File: src/rtl/pipeline_pkg.sv
// Shared definitions for the pipeline test-harness drivers: debug state codes
// and default register-file widths.
package pipeline_pkg;

   localparam logic [3:0] IDLE  = 4'h0;
   localparam logic [3:0] WRITE = 4'h1;
   localparam logic [3:0] DONE  = 4'h2;

   localparam int ADDR_W_DEF = 5;
   localparam int DATA_W_DEF = 32;

   // Encoded with the debug codes so the state register drives the display directly.
   typedef enum logic [3:0] {
      ST_IDLE  = IDLE,
      ST_WRITE = WRITE,
      ST_DONE  = DONE
   } state_e;

endpackage

File: src/rtl/write_driver.sv
// Fills NUM_WORDS consecutive register-file entries with an incrementing data
// pattern on each start pulse, honouring write stalls, then pulses done.
//
// state | meaning
// IDLE  | waiting for i_start; outputs hold last address/data, o_wren low
// WRITE | presenting one write per cycle; advances only when not stalled
// DONE  | single-cycle completion pulse, then back to IDLE
module write_driver
   import pipeline_pkg::*;
#(
   parameter int          ADDR_W    = ADDR_W_DEF,
   parameter int          DATA_W    = DATA_W_DEF,
   parameter int unsigned BASE_ADDR = 0,
   parameter int unsigned NUM_WORDS = 6,
   parameter logic [31:0] DATA_SEED = 32'hA5A5_0000,
   parameter logic [31:0] DATA_STEP = 32'd1
) (
   input  logic              i_CLK,
   input  logic              i_RST_N,
   input  logic              i_start,
   input  logic              i_stall,
   output logic [ADDR_W-1:0] o_wraddr,
   output logic [DATA_W-1:0] o_wrdata,
   output logic              o_wren,
   output logic              o_busy,
   output logic              o_done,
   output logic [3:0]        o_state_HEX0
);

   localparam int                CNT_W = $clog2(NUM_WORDS) + 1;
   localparam logic [CNT_W-1:0]  LAST  = CNT_W'(NUM_WORDS - 1);
   localparam logic [ADDR_W-1:0] BASE  = ADDR_W'(BASE_ADDR);
   localparam logic [DATA_W-1:0] SEED  = DATA_W'(DATA_SEED);
   localparam logic [DATA_W-1:0] STEP  = DATA_W'(DATA_STEP);

   state_e            state, state_nx;
   logic [ADDR_W-1:0] addr, addr_nx;
   logic [DATA_W-1:0] data, data_nx;
   logic              wren, wren_nx;
   logic [CNT_W-1:0]  count, count_nx;

   always_ff @(posedge i_CLK) begin
      if (!i_RST_N) begin
         state <= ST_IDLE;
         addr  <= '0;
         data  <= '0;
         wren  <= 1'b0;
         count <= '0;
      end else begin
         state <= state_nx;
         addr  <= addr_nx;
         data  <= data_nx;
         wren  <= wren_nx;
         count <= count_nx;
      end
   end

   always_comb begin
      state_nx = state;
      addr_nx  = addr;
      data_nx  = data;
      wren_nx  = wren;
      count_nx = count;
      case (state)
         ST_IDLE: begin
            wren_nx = 1'b0;
            if (i_start) begin
               state_nx = ST_WRITE;
               addr_nx  = BASE;
               data_nx  = SEED;
               wren_nx  = 1'b1;
               count_nx = '0;
            end
         end
         ST_WRITE: begin
            if (wren && !i_stall) begin
               if (count == LAST) begin
                  state_nx = ST_DONE;
                  wren_nx  = 1'b0;
               end else begin
                  addr_nx  = addr + 1'b1;
                  data_nx  = data + STEP;
                  count_nx = count + 1'b1;
               end
            end
         end
         ST_DONE: begin
            state_nx = ST_IDLE;
            wren_nx  = 1'b0;
         end
         default: begin
            state_nx = ST_IDLE;
            wren_nx  = 1'b0;
         end
      endcase
   end

   // Status outputs decode the state register only, so they stay registered.
   assign o_wraddr     = addr;
   assign o_wrdata     = data;
   assign o_wren       = wren;
   assign o_busy       = (state == ST_WRITE);
   assign o_done       = (state == ST_DONE);
   assign o_state_HEX0 = state;

endmodule

File: config.mk
export PLATFORM = sky130hd
export DESIGN_NAME = write_driver
export DESIGN_NICKNAME = d
export VERILOG_FILES = /design/src/rtl/pipeline_pkg.sv /design/src/rtl/write_driver.sv
export SDC_FILE = /design/constraint.sdc
export NUM_CORES = 1
export LEC_CHECK = 0
export ABC_AREA = 1
export CELL_PAD_IN_SITES_DETAIL_PLACEMENT = 2
export CELL_PAD_IN_SITES_GLOBAL_PLACEMENT = 2
export CORE_ASPECT_RATIO = 1.1
export CORE_UTILIZATION = 28
export DETAILED_ROUTE_END_ITERATION = 6
export GPL_ROUTABILITY_DRIVEN = 0
export PLACE_DENSITY = 0.89
export SLEW_MARGIN = 40
export SYNTH_ARGS = -nofsm -noshare
export SYNTH_HDL_FRONTEND = slang
export SYNTH_SLANG_ARGS = --single-unit
File: constraint.sdc
create_clock -name i_CLK -period 1.7 [get_ports i_CLK]
set_input_delay 0.425 -clock i_CLK [delete_from_list [all_inputs] [get_ports i_CLK]]
set_output_delay 0.425 -clock i_CLK [all_outputs]
set_load 0.1 [all_outputs]
==> flow_summary.html <==
<table>
<tr><th>Metric</th><th>Value</th></tr>
<tr><th colspan="2">Status</th></tr>
<tr><td>Outcome</td><td>complete, but fails checks</td></tr>
<tr><td>Violated checks</td><td>setup timing</td></tr>
<tr><th colspan="2">Logic synthesis</th></tr>
<tr><td>Number of instances in the synthesized netlist</td><td>371</td></tr>
<tr><td>#FFs+latches synth</td><td>44</td></tr>
<tr><td>Most instantiated library cell after synthesis</td><td>sky130_fd_sc_hd__nand2_1</td></tr>
<tr><td>Biggest area consumer among synthesized cells</td><td>sky130_fd_sc_hd__dfxtp_1</td></tr>
<tr><td>Yosys warning total</td><td>0</td></tr>
<tr><td>Async SR Flop Fraction</td><td>0</td></tr>
<tr><td>Portion of synthesized cell area occupied by the leading cell type</td><td>0.359</td></tr>
<tr><td>Top_reg_cell synth</td><td>sky130_fd_sc_hd__dfxtp_1</td></tr>
<tr><td>Most area-consuming cells after synthesis</td><td>sky130_fd_sc_hd__dfxtp_1 36%, sky130_fd_sc_hd__nand2_1 14%, sky130_fd_sc_hd__nor2_1 9.2%</td></tr>
<tr><td>Mapped cell area</td><td>2460 sq um</td></tr>
<tr><td>Sequential cell area fraction in the yosys report</td><td>0.359</td></tr>
<tr><td>Average size of a mapped cell</td><td>6.62 sq um</td></tr>
<tr><td>Number of enable flip-flop cells after synthesis</td><td>0</td></tr>
<tr><td>Netlist cell types</td><td>33</td></tr>
<tr><td>Cell types with the highest counts after synthesis</td><td>91 x sky130_fd_sc_hd__nand2_1, 60 x sky130_fd_sc_hd__nor2_1, 50 x sky130_fd_sc_hd__inv_1, 44 x sky130_fd_sc_hd__dfxtp_1, 28 x sky130_fd_sc_hd__nand3_1</td></tr>
<tr><th colspan="2">Die</th></tr>
<tr><td>Top-level port count</td><td>48</td></tr>
<tr><td>Row cnt</td><td>35</td></tr>
<tr><td>Core region area</td><td>8450 sq um</td></tr>
<tr><td>Die area</td><td>9150 sq um</td></tr>
<tr><td>Initial Util</td><td>0.291</td></tr>
<tr><td>Floorplan die width</td><td>91.3 microns</td></tr>
<tr><td>Die height</td><td>100 microns</td></tr>
<tr><th colspan="2">Timing</th></tr>
<tr><td>Final clock period utilization by the worst path</td><td>1.14</td></tr>
<tr><td>Max-slew violations</td><td>0</td></tr>
<tr><td>Highest Clock Rate</td><td>516 MHz</td></tr>
<tr><td>Final setup skew</td><td>8.61 ps</td></tr>
<tr><td>Minimum setup slack in the final design</td><td>-240 ps</td></tr>
<tr><td>Setup-violating endpoint count in the final report</td><td>39</td></tr>
<tr><td>RSZ-0062 raised after global routing</td><td>true</td></tr>
<tr><td>Hold Slack</td><td>538 ps</td></tr>
<tr><td>Time the worst path needs with I/O delays and setup</td><td>1940 ps</td></tr>
<tr><td>Final Hold Viols</td><td>0</td></tr>
<tr><th colspan="2">Routing</th></tr>
<tr><td>Post-detailed-route DRC marker count</td><td>0</td></tr>
<tr><td>First-pass iteration count of the detailed router</td><td>4</td></tr>
<tr><td>Vias after detailed routing</td><td>3284</td></tr>
<tr><td>Via density per instance</td><td>5.59</td></tr>
<tr><td>Length of routed met2 wiring</td><td>9.00 mm</td></tr>
<tr><td>Avg WL per Cell</td><td>29.9 microns</td></tr>
<tr><td>First-iteration detailed-routing DRC count</td><td>136</td></tr>
<tr><td>Met3 wire length</td><td>714 microns</td></tr>
<tr><td>Met1 layer wirelength in the final routing</td><td>6.48 mm</td></tr>
<tr><td>Highest metal layer with signal wires</td><td>met4</td></tr>
<tr><td>Post-detailed-routing wire length</td><td>17.6 mm</td></tr>
<tr><td>Remaining antenna violation count</td><td>0</td></tr>
<tr><th colspan="2">Clocking</th></tr>
<tr><td>Number of H-tree levels</td><td>2</td></tr>
<tr><td>Clock Pin Slew Worst Setup and Hold Paths</td><td>100 ps</td></tr>
<tr><td>Root buffer cell</td><td>sky130_fd_sc_hd__clkbuf_8</td></tr>
<tr><td>Bufs on Longest Clock Path</td><td>2</td></tr>
<tr><td>Total CTS buffers</td><td>5</td></tr>
<tr><td>TritonCTS clock tree</td><td>built</td></tr>
<tr><td>Sink Count</td><td>44</td></tr>
<tr><td>Clock network latency to the later pin of the worst-skew pair</td><td>320 ps</td></tr>
<tr><th colspan="2">Pwr</th></tr>
<tr><td>Highest ir drop seen on vdd</td><td>521 uV</td></tr>
<tr><td>Total leakage power</td><td>1.84 nW</td></tr>
<tr><td>Total power consumption of the routed design</td><td>0.00302 W</td></tr>
<tr><td>Power per Cell Area</td><td>659 nW/um^2</td></tr>
<tr><th colspan="2">Final layout</th></tr>
<tr><td>Layout area overhead</td><td>86.3%</td></tr>
<tr><td># fillers</td><td>880</td></tr>
<tr><td>Post-route insts no fill</td><td>588</td></tr>
<tr><td>Fraction of layout instances using a drive strength above 1</td><td>0.537</td></tr>
<tr><td>Number of nets in the layout</td><td>484</td></tr>
<tr><td>Diodes inserted</td><td>0</td></tr>
<tr><td>Post-Layout Inst Area</td><td>4580 sq um</td></tr>
<tr><th colspan="2">Min path</th></tr>
<tr><td>Depth of the worst hold-timing path</td><td>1</td></tr>
<tr><td>Endpoint of the worst hold-timing path</td><td>o_wrdata[3]$_SDFFE_PN0P_</td></tr>
<tr><td>Class of the tightest hold or removal check</td><td>reg2reg</td></tr>
<tr><td>Start point of the worst min-delay path</td><td>o_wrdata[3]$_SDFFE_PN0P_</td></tr>
<tr><th colspan="2">Global route</th></tr>
<tr><td>Wire length of the first global-routing pass</td><td>21.9 mm</td></tr>
<tr><td>Overflow left after global routing</td><td>0</td></tr>
<tr><td>Pin count of the biggest net entering global routing</td><td>18</td></tr>
<tr><td>GRT Overall Usage</td><td>0.329</td></tr>
<tr><td>Antenna violations before repair</td><td>0</td></tr>
<tr><td>Via count of the first global-routing pass</td><td>3579</td></tr>
<tr><th colspan="2">Critical path</th></tr>
<tr><td>Top fanout value on the critical path</td><td>5</td></tr>
<tr><td>Worst Path Arrival</td><td>2160 ps</td></tr>
<tr><td>Slack of the worst reg-to-reg path</td><td>-240 ps</td></tr>
<tr><td>Data required time of the worst path</td><td>1920 ps</td></tr>
<tr><td>Critical Setup Path Class</td><td>reg2reg</td></tr>
<tr><td>Endpoint type of the worst setup path</td><td>flip-flop</td></tr>
<tr><td>Destination of the worst register-to-register timing path</td><td>o_wrdata[17]$_SDFFE_PN0P_</td></tr>
<tr><td>Startpoint type of the worst setup path</td><td>flip-flop</td></tr>
<tr><td>Worst R2R Path Depth</td><td>11</td></tr>
<tr><td>Startpoint of the most critical register-to-register path</td><td>count[1]$_SDFFE_PN0P_</td></tr>
<tr><th colspan="2">Place</th></tr>
<tr><td>DP Cell Count</td><td>561</td></tr>
<tr><td>Input/output buffers</td><td>45</td></tr>
<tr><td>Instance area after placement</td><td>3790 sq um</td></tr>
<tr><td>DP Wirelength</td><td>8.60 mm</td></tr>
<tr><td>Post-placement worst setup slack</td><td>-488 ps</td></tr>
<tr><th colspan="2">Job</th></tr>
<tr><td>Max-capacitance violation count</td><td>0</td></tr>
</table>
where the power goes:
| part | total [W] | internal (W) | leakage [nW] | switching, W |
|---|---|---|---|---|
| Sequential | 0.00112 | 0.00106 | 0.372 | 0.0000634 |
| Combinational | 0.00101 | 0.000366 | 1.41 | 0.000648 |
| Clock | 0.000880 | 0.000438 | 0.0552 | 0.000442 |
area by class of cell:
type,count,area [sq um],share of cell area
Inverter,53,216,0.0473
Sequential cell,44,932,0.204
Clock inverter,2,35.0,0.00765
Timing Repair Buffer,106,1400,0.306
Clock buffer,6,72.6,0.0159
Multi-Input combinational cell,266,1780,0.389
Tap cell,111,139,0.0303
critical path, cell delays in order, from the launching register on:
cell and delay, ps:
sky130_fd_sc_hd__dfxtp_4 390, sky130_fd_sc_hd__inv_4 50, sky130_fd_sc_hd__ha_4 160, sky130_fd_sc_hd__nand4_1 200
sky130_fd_sc_hd__inv_2 110, sky130_fd_sc_hd__nor2_4 180, sky130_fd_sc_hd__buf_12 160, sky130_fd_sc_hd__nand2_4 60
sky130_fd_sc_hd__nor2_4 140, sky130_fd_sc_hd__buf_4 130, sky130_fd_sc_hd__o21ai_2 60, sky130_fd_sc_hd__nor2_1 180
per-stage QoR:
step	setup TNS, ps	utilization
after floorplan	-13770	-
after global placement	-9460	0.448
after detailed placement	-13560	0.448
after CTS	-7.87	0.489
after global routing	-5440	0.542
final	-3740	0.542
per-layer routing:
| layer | track usage | up-vias |
|---|---|---|
| met5 | 0 | - |
| met4 | 0.214 | 0 |
| met3 | 0.0606 | 83 |
| met2 | 0.640 | 165 |
| met1 | 0.317 | 1661 |
| li1 | - | 1375 |
timing repair:
item | in CTS | in global routing
pin swaps | 12 | 26
resized for setup | 47 | 112
buffers inserted | 11 | 8
hold buffers | 0 | 0
endpoints found under the setup margin | 41 | 42
cell usage in the layout (no fill, tap or decap), types with 3 or more instances in the layout:
cell type,synthesis,layout
sky130_fd_sc_hd__a21oi_1,22,9
sky130_fd_sc_hd__clkbuf_8,1,5
sky130_fd_sc_hd__a21oi_2,0,13
sky130_fd_sc_hd__buf_12,0,44
sky130_fd_sc_hd__nor3_2,0,3
sky130_fd_sc_hd__o21ai_1,0,6
sky130_fd_sc_hd__nand3_2,2,12
sky130_fd_sc_hd__nand2_2,3,22
sky130_fd_sc_hd__dfxtp_1,44,19
sky130_fd_sc_hd__dfxtp_2,0,17
sky130_fd_sc_hd__o21ai_0,17,4
sky130_fd_sc_hd__buf_6,4,13
sky130_fd_sc_hd__inv_1,50,48
sky130_fd_sc_hd__nor2_4,5,22
sky130_fd_sc_hd__dfxtp_4,0,8
sky130_fd_sc_hd__nor3_1,7,3
sky130_fd_sc_hd__nor2_2,2,16
sky130_fd_sc_hd__nor2_1,60,29
sky130_fd_sc_hd__nand2_4,2,7
sky130_fd_sc_hd__o21ai_2,1,8
sky130_fd_sc_hd__nand2_1,91,66
sky130_fd_sc_hd__buf_4,2,46
sky130_fd_sc_hd__nand4_1,7,7
sky130_fd_sc_hd__nand3_1,28,16
cell families (layout without fill, tap and decap cells):
logic type | Yosys count | in the layout | share of synthesized area
flops | 44 | 44 | 0.359
fa+ha+maj | 4 | 4 | 0.0204
simple gates | 214 | 214 | 0.401
compound gates | 46 | 46 | 0.103
buf+inv | 62 | 167 | 0.115
other cells | 1 | 2 | 0.00153
worst max path at each step:
stage,from,end,depth (start not counted)
floorplan,o_state_HEX0[0]$_SDFFE_PN0P_,count[1]$_SDFFE_PN0P_,11
global placement,i_start,o_wrdata[25]$_SDFFE_PN0P_,9
detailed placement,i_start,o_wrdata[25]$_SDFFE_PN0P_,10
CTS,count[1]$_SDFFE_PN0P_,o_wrdata[25]$_SDFFE_PN0P_,12
global route,count[1]$_SDFFE_PN0P_,o_wrdata[17]$_SDFFE_PN0P_,11
finish,count[1]$_SDFFE_PN0P_,o_wrdata[17]$_SDFFE_PN0P_,11
registers in the layout, summed over array words and instances (netlist names):
name,flops
o_state_HEX0,2
o_wren,1
count,4
o_wrdata,32
o_wraddr,5
Note: power is estimated with default switching activity, not from simulation.
==> RTL change 1, RTL diff (same flow settings) <==
Compare `count` against `LAST` with >= in place of ==.
--- a/src/rtl/write_driver.sv
+++ b/src/rtl/write_driver.sv
@@ -74,7 +74,7 @@
          end
          ST_WRITE: begin
             if (wren && !i_stall) begin
-               if (count == LAST) begin
+               if (count >= LAST) begin
                   state_nx = ST_DONE;
                   wren_nx  = 1'b0;
                end else begin
Behaviour: same outputs for any inputs over 10 cycles, from zero or initial values and one cycle with i_RST_N low; that may be too few to reach the edited logic, so the function may still have changed.
==> RTL change 1 against the original RTL <==
- the flow still finishes with violations (setup timing)
- combinational power grew 72%
- count of clock-buffer cells in the layout grew 2
- sequential power grew 8%
- non-clock buffer count shrank 7
- sequential cell count is the same
- maximum frequency is essentially flat
- final area grew 1.6%
- synthesized area grew 4.7%
- power grew 25%
- largest cell class unchanged
- setup slack gained 1.6 ps
- critical endpoint is now o_wrdata[6]$_SDFFE_PN0P_
- core utilization shrank 1.8 points
- routed wire length shrank 1.1%
==> RTL change 1: results (changes against the original RTL) <==
** Placed design
- HPWL after DPL :: 8.14 mm (was 8.60 mm)
- IO buf count :: 45 (unchanged)
- The minimum setup slack after placement was -463 ps (was -488 ps).

** Global routing
- The wire length of the first global-routing pass is 21.6 mm (was 21.9 mm).
- The largest net degree at the start of global routing came to 15 (was 18).
- The via count of the first global-routing pass came to 3601 (was 3579).
- Combined global-route utilization of all metal layers :: 30.8% (was 32.9%)

** Critical path
- Cell with the largest stage delay on the worst path :: sky130_fd_sc_hd__dfxtp_2 (was sky130_fd_sc_hd__dfxtp_4)
- Top fanout value on the critical path :: 3 (was 5)

** Route
- The final routed wirelength across all metal layers is 17.4 mm (was 17.6 mm).
- Drt first pass iters :: 5 (was 4)
- Post-DR vias/cell :: 5.51 (was 5.59)
- The number of antenna-violating nets in the routed design is 0 (unchanged).
- First DRT Iteration DRCs :: 246 (was 136)

** Clock tree
- Clock tree buffer depth :: 2 (unchanged)
- H-tree depth :: 2 (unchanged)
- The number of clock buffers inserted by TritonCTS came to 5 (unchanged).
- The source-to-sink clock delay at the later pin of the worst-skew pair came to 350 ps (was 320 ps).
- The clock slew seen by the registers of the worst setup and hold paths was 120 ps (was 100 ps).

** Power and ir drop
- Static leakage power :: 1.75 nW (was 1.84 nW)
- The highest ir drop seen on vdd was 0.489 mV (was 0.521 mV).

** Synth
- The post-synthesis async set-or-reset flop share was 0% (unchanged).
- Cells taking the most area after synthesis :: sky130_fd_sc_hd__dfxtp_1 34%, sky130_fd_sc_hd__nand2_1 16%, sky130_fd_sc_hd__nor2_1 9.5% (was sky130_fd_sc_hd__dfxtp_1 36%, sky130_fd_sc_hd__nand2_1 14%, sky130_fd_sc_hd__nor2_1 9.2%)
- Register area share after synthesis :: 34.3% (was 35.9%)
- The number of distinct library cell variants in the gate-level netlist after synthesis was 31 (was 33).
- Most numerous cell types in the synthesized netlist: 107 x sky130_fd_sc_hd__nand2_1, 65 x sky130_fd_sc_hd__nor2_1, 48 x sky130_fd_sc_hd__inv_1 (was 91 x sky130_fd_sc_hd__nand2_1, 60 x sky130_fd_sc_hd__nor2_1, 50 x sky130_fd_sc_hd__inv_1).

** Final layout
- The share of cells above drive strength 1 is 49.9% (was 53.7%).
- Filler cell count in the final layout :: 934 (was 880)
- The final net count was 507 (was 484).

** STA
- Setup ws final :: -238 ps (was -240 ps)
- The number of setup violations in the final report came to 38 (was 39).
- The maximum clock skew at final layout is 26.1 ps (was 8.61 ps).

** Status
- Result of the run :: complete, but fails checks (unchanged)
- Violated checks: setup timing (unchanged).
## RTL change 1: worst register-to-register path, stage by stage, from the launching register on
cell and delay, ps:
sky130_fd_sc_hd__dfxtp_2 390, sky130_fd_sc_hd__inv_4 60, sky130_fd_sc_hd__ha_4 160, sky130_fd_sc_hd__inv_4 60, sky130_fd_sc_hd__nand2_4 60, sky130_fd_sc_hd__nand2_4 80
sky130_fd_sc_hd__nand2_8 80, sky130_fd_sc_hd__nand2_8 100, sky130_fd_sc_hd__buf_12 120, sky130_fd_sc_hd__nand4_1 250, sky130_fd_sc_hd__buf_4 260, sky130_fd_sc_hd__o21ai_2 140
sky130_fd_sc_hd__a21oi_2 50
## RTL change 1: through the flow
step	utilization, %	hold WS, ps	cells	area (sq um)	setup TNS (ps)
2_1_floorplan	-	438	399	2660	0
3_3_place_gp	42.6	453	573	3780	-7660
3_5_place_dp	42.6	483	573	3780	-12320
4_1_cts	46.5	493	596	4120	-240
5_1_grt	52.4	529	613	4650	-5740
6_report	52.4	521	613	4650	-4070
## RTL change 1: final cells by class
type	instances	share of cell area, %
multi-input combinational	295	39.5
clock buffer	8	2.15
timing repair buffer	99	29.7
inverter	53	4.76
sequential	44	20.8
tap	114	3.07
## RTL change 1: final timing paths
check / startpoint / end / slack (ps) / cells after the start
worst max-delay path: count[1]$_SDFFE_PN0P_ / o_wrdata[6]$_SDFFE_PN0P_ / -240 / 12
worst min-delay path: o_wrdata[12]$_SDFFE_PN0P_ / o_wrdata[12]$_SDFFE_PN0P_ / 520 / 1
worst max register to register: count[1]$_SDFFE_PN0P_ / o_wrdata[6]$_SDFFE_PN0P_ / -240 / 12
worst min register to register: o_wrdata[12]$_SDFFE_PN0P_ / o_wrdata[12]$_SDFFE_PN0P_ / 520 / 1
## RTL change 1: power breakdown
group,leakage (nW),internal (mW),switching (mW),total [mW]
clock network,0.0515,0.373,0.448,0.821
registers,0.380,1.09,0.117,1.21
logic,1.32,0.642,1.10,1.74
## RTL change 1: cells by family after synthesis
kind of cell / Yosys count / share of synthesized area [%]
adders and majority gates: 5 / 2.43
other: 1 / 0.146
AOI/OAI and AO/OA: 52 / 11.2
DFF: 44 / 34.3
and+or+nand+nor: 233 / 41.1
xor gates and xnor gates: 1 / 0.341
buffers and inverters: 62 / 10.5
## RTL change 1: routing by layer
metal,part of all wire (%),global-route usage [%]
met5,0,0
met4,4.3,14.7
met3,4.7,6.05
met2,50,55.3
met1,41,35.2
## RTL change 1: timing repair
item,in CTS,in global routing
pin swaps,11,34
gates cloned,2,0
setup buffers,13,18
gates resized for setup,34,111
endpoints found under the setup margin,40,42
hold buffers,0,0
==> RTL change 2, RTL diff (config.mk and constraints unchanged) <==
Made on the original files. The parameter `NUM_WORDS` goes from 6 to 12.
--- a/src/rtl/write_driver.sv
+++ b/src/rtl/write_driver.sv
@@ -11,7 +11,7 @@
    parameter int          ADDR_W    = ADDR_W_DEF,
    parameter int          DATA_W    = DATA_W_DEF,
    parameter int unsigned BASE_ADDR = 0,
-   parameter int unsigned NUM_WORDS = 6,
+   parameter int unsigned NUM_WORDS = 12,
    parameter logic [31:0] DATA_SEED = 32'hA5A5_0000,
    parameter logic [31:0] DATA_STEP = 32'd1
 ) (
Formal check against the unedited RTL: not equivalent (Yosys sat finds a counterexample within 10 cycles, from zero or initial values and one cycle with i_RST_N low).
==> RTL change 2 against the original RTL <==
- the flow still finishes with violations (setup timing)
- sequential power increased by 4%
- first-iteration DRC count down 5.1%
- routed wire length shrank 14%
- final area is 8.4% lower
- sequential cell count is 1 higher
- highest routed layer unchanged
- setup slack gained 92 ps
- power is 9.4% lower
- global-route usage fell by 6.7 points
- final cell count shrank 2.0%
- synthesized area shrank 2.1%
==> RTL change 2: results (changes against the original RTL) <==
** Critical path
- The worst path arrival time was 2100 ps (was 2160 ps).
- Worst r2r path cells :: 10 (was 11)
- The capture instance of the worst register-to-register path is o_wrdata[19]$_SDFFE_PN0P_ (was o_wrdata[17]$_SDFFE_PN0P_).
- The maximum fanout along the worst path came to 6 (was 5).

** STA
- The worst path setup slack after routing came to -147 ps (was -240 ps).
- Worst clock skew on the final layout :: 16.2 ps (was 8.61 ps)
- Endpoints failing setup :: 22 (was 39)

** Global routing
- The wire length of the first global-routing pass is 17.9 mm (was 21.9 mm).
- Number of global-route vias before repair :: 3299 (was 3579)
- The largest net degree at the start of global routing is 15 (was 18).

** Synth
- The synthesized netlist cell count was 372 (was 371).
- Distinct cell type count of the synthesized netlist :: 29 (was 33)
- Cells taking the most area after synthesis :: sky130_fd_sc_hd__dfxtp_1 37%, sky130_fd_sc_hd__nand2_1 14%, sky130_fd_sc_hd__nor2_1 9.4% (was sky130_fd_sc_hd__dfxtp_1 36%, sky130_fd_sc_hd__nand2_1 14%, sky130_fd_sc_hd__nor2_1 9.2%)

** Route
- The average routed wire per standard cell is 26.3 um (was 29.9 um).
- The DRC violation total after the first TritonRoute iteration was 129 (was 136).
- Vias :: 3112 (was 3284)

** Status
- Result of the run: complete, but fails checks (unchanged).
- Violated checks: setup timing (unchanged).

** Placed design
- The minimum setup slack after placement came to -456 ps (was -488 ps).
- The area after detailed placement came to 3610 sq um (was 3790 sq um).

** Final layout
- The final net count was 471 (was 484).
- The share of cells above drive strength 1 was 40.6% (was 53.7%).

** Power and ir drop
- The leakage power of the design was 1.67 nW (was 1.84 nW).
- Worst IR Drop VDD :: 0.419 mV (was 0.521 mV)

** Hold path
- Destination of the worst hold path :: count[3]$_SDFFE_PN0P_ (was o_wrdata[3]$_SDFFE_PN0P_)
RTL change 2: changes by cell type after synthesis, sizes merged, moves of 2 or more:
cell	before	now
a21oi	22	20
nand3b	0	2
nand3	30	34
nor4	2	0
nor3b	2	0
nand2	96	92
a31oi	0	2
inv	53	56
RTL change 2: critical path, delay by kind of cell, from the launching register on:
| family | cells | cell delay [ps] |
|---|---|---|
| buffers and inverters | 4 | 560 |
| flip-flops | 1 | 380 |
| AO/OA/AOI/OAI | 1 | 80 |
| AND/OR/NAND/NOR | 5 | 740 |
RTL change 2: layer usage:
metal  global-route usage [%]  share of wire (%)
met4                     10.0                3.6
met2                     53.0                 55
met3                     3.52                3.4
met1                     27.1                 38
met5                        0                  0
RTL change 2: how the worst max path moves through the flow:
stage / from / end / slack [ps] / depth (start not counted)
floorplan: o_state_HEX0[0]$_SDFFE_PN0P_ / o_wraddr[3]$_SDFFE_PN0P_ / -370 / 11
global placement: i_start / o_wrdata[20]$_SDFFE_PN0P_ / -290 / 7
detailed placement: i_stall / o_wrdata[28]$_SDFFE_PN0P_ / -460 / 9
CTS: count[0]$_SDFFE_PN0P_ / o_wrdata[11]$_SDFFE_PN0P_ / 2 / 9
global route: o_wrdata[1]$_SDFFE_PN0P_ / o_wrdata[19]$_SDFFE_PN0P_ / -210 / 10
finish: o_wrdata[1]$_SDFFE_PN0P_ / o_wrdata[19]$_SDFFE_PN0P_ / -150 / 10
RTL change 2: layout make-up:
type / instances / area, sq um
clock inverter: 3 / 17.5
fill: 885 / 4170
multi-input combinational: 264 / 1530
clock buffer: 5 / 68.8
tap: 111 / 139
inverter: 56 / 215
timing repair buffer: 92 / 1270
sequential: 45 / 951
RTL change 2: timing repair:
| item | CTS | global route |
|---|---|---|
| cloned | 1 | 1 |
| setup buffers | 7 | 12 |
| endpoints found under the setup margin | 32 | 36 |
| hold buffers | 0 | 0 |
| pin swaps | 9 | 21 |
| hold endpoints to repair | 0 | 0 |
| resized for setup | 25 | 62 |
RTL change 2: where the power goes:
| group | switching, mW | internal [mW] |
|---|---|---|
| Combinational | 0.526 | 0.289 |
| Clock | 0.478 | 0.287 |
| Sequential | 0.0704 | 1.08 |
| Total | 1.07 | 1.66 |
RTL change 2: logic make-up (layout without fill, tap and decap cells):
kind of cell | after synthesis | after routing | share of synthesized area, %
and+or+nand+nor | 215 | 216 | 40.0
DFF | 45 | 45 | 37.5
AOI/OAI and AO/OA | 43 | 43 | 9.42
other | 1 | 2 | 0.156
buffers and inverters | 65 | 156 | 11.4
adders and majority gates | 3 | 3 | 1.56
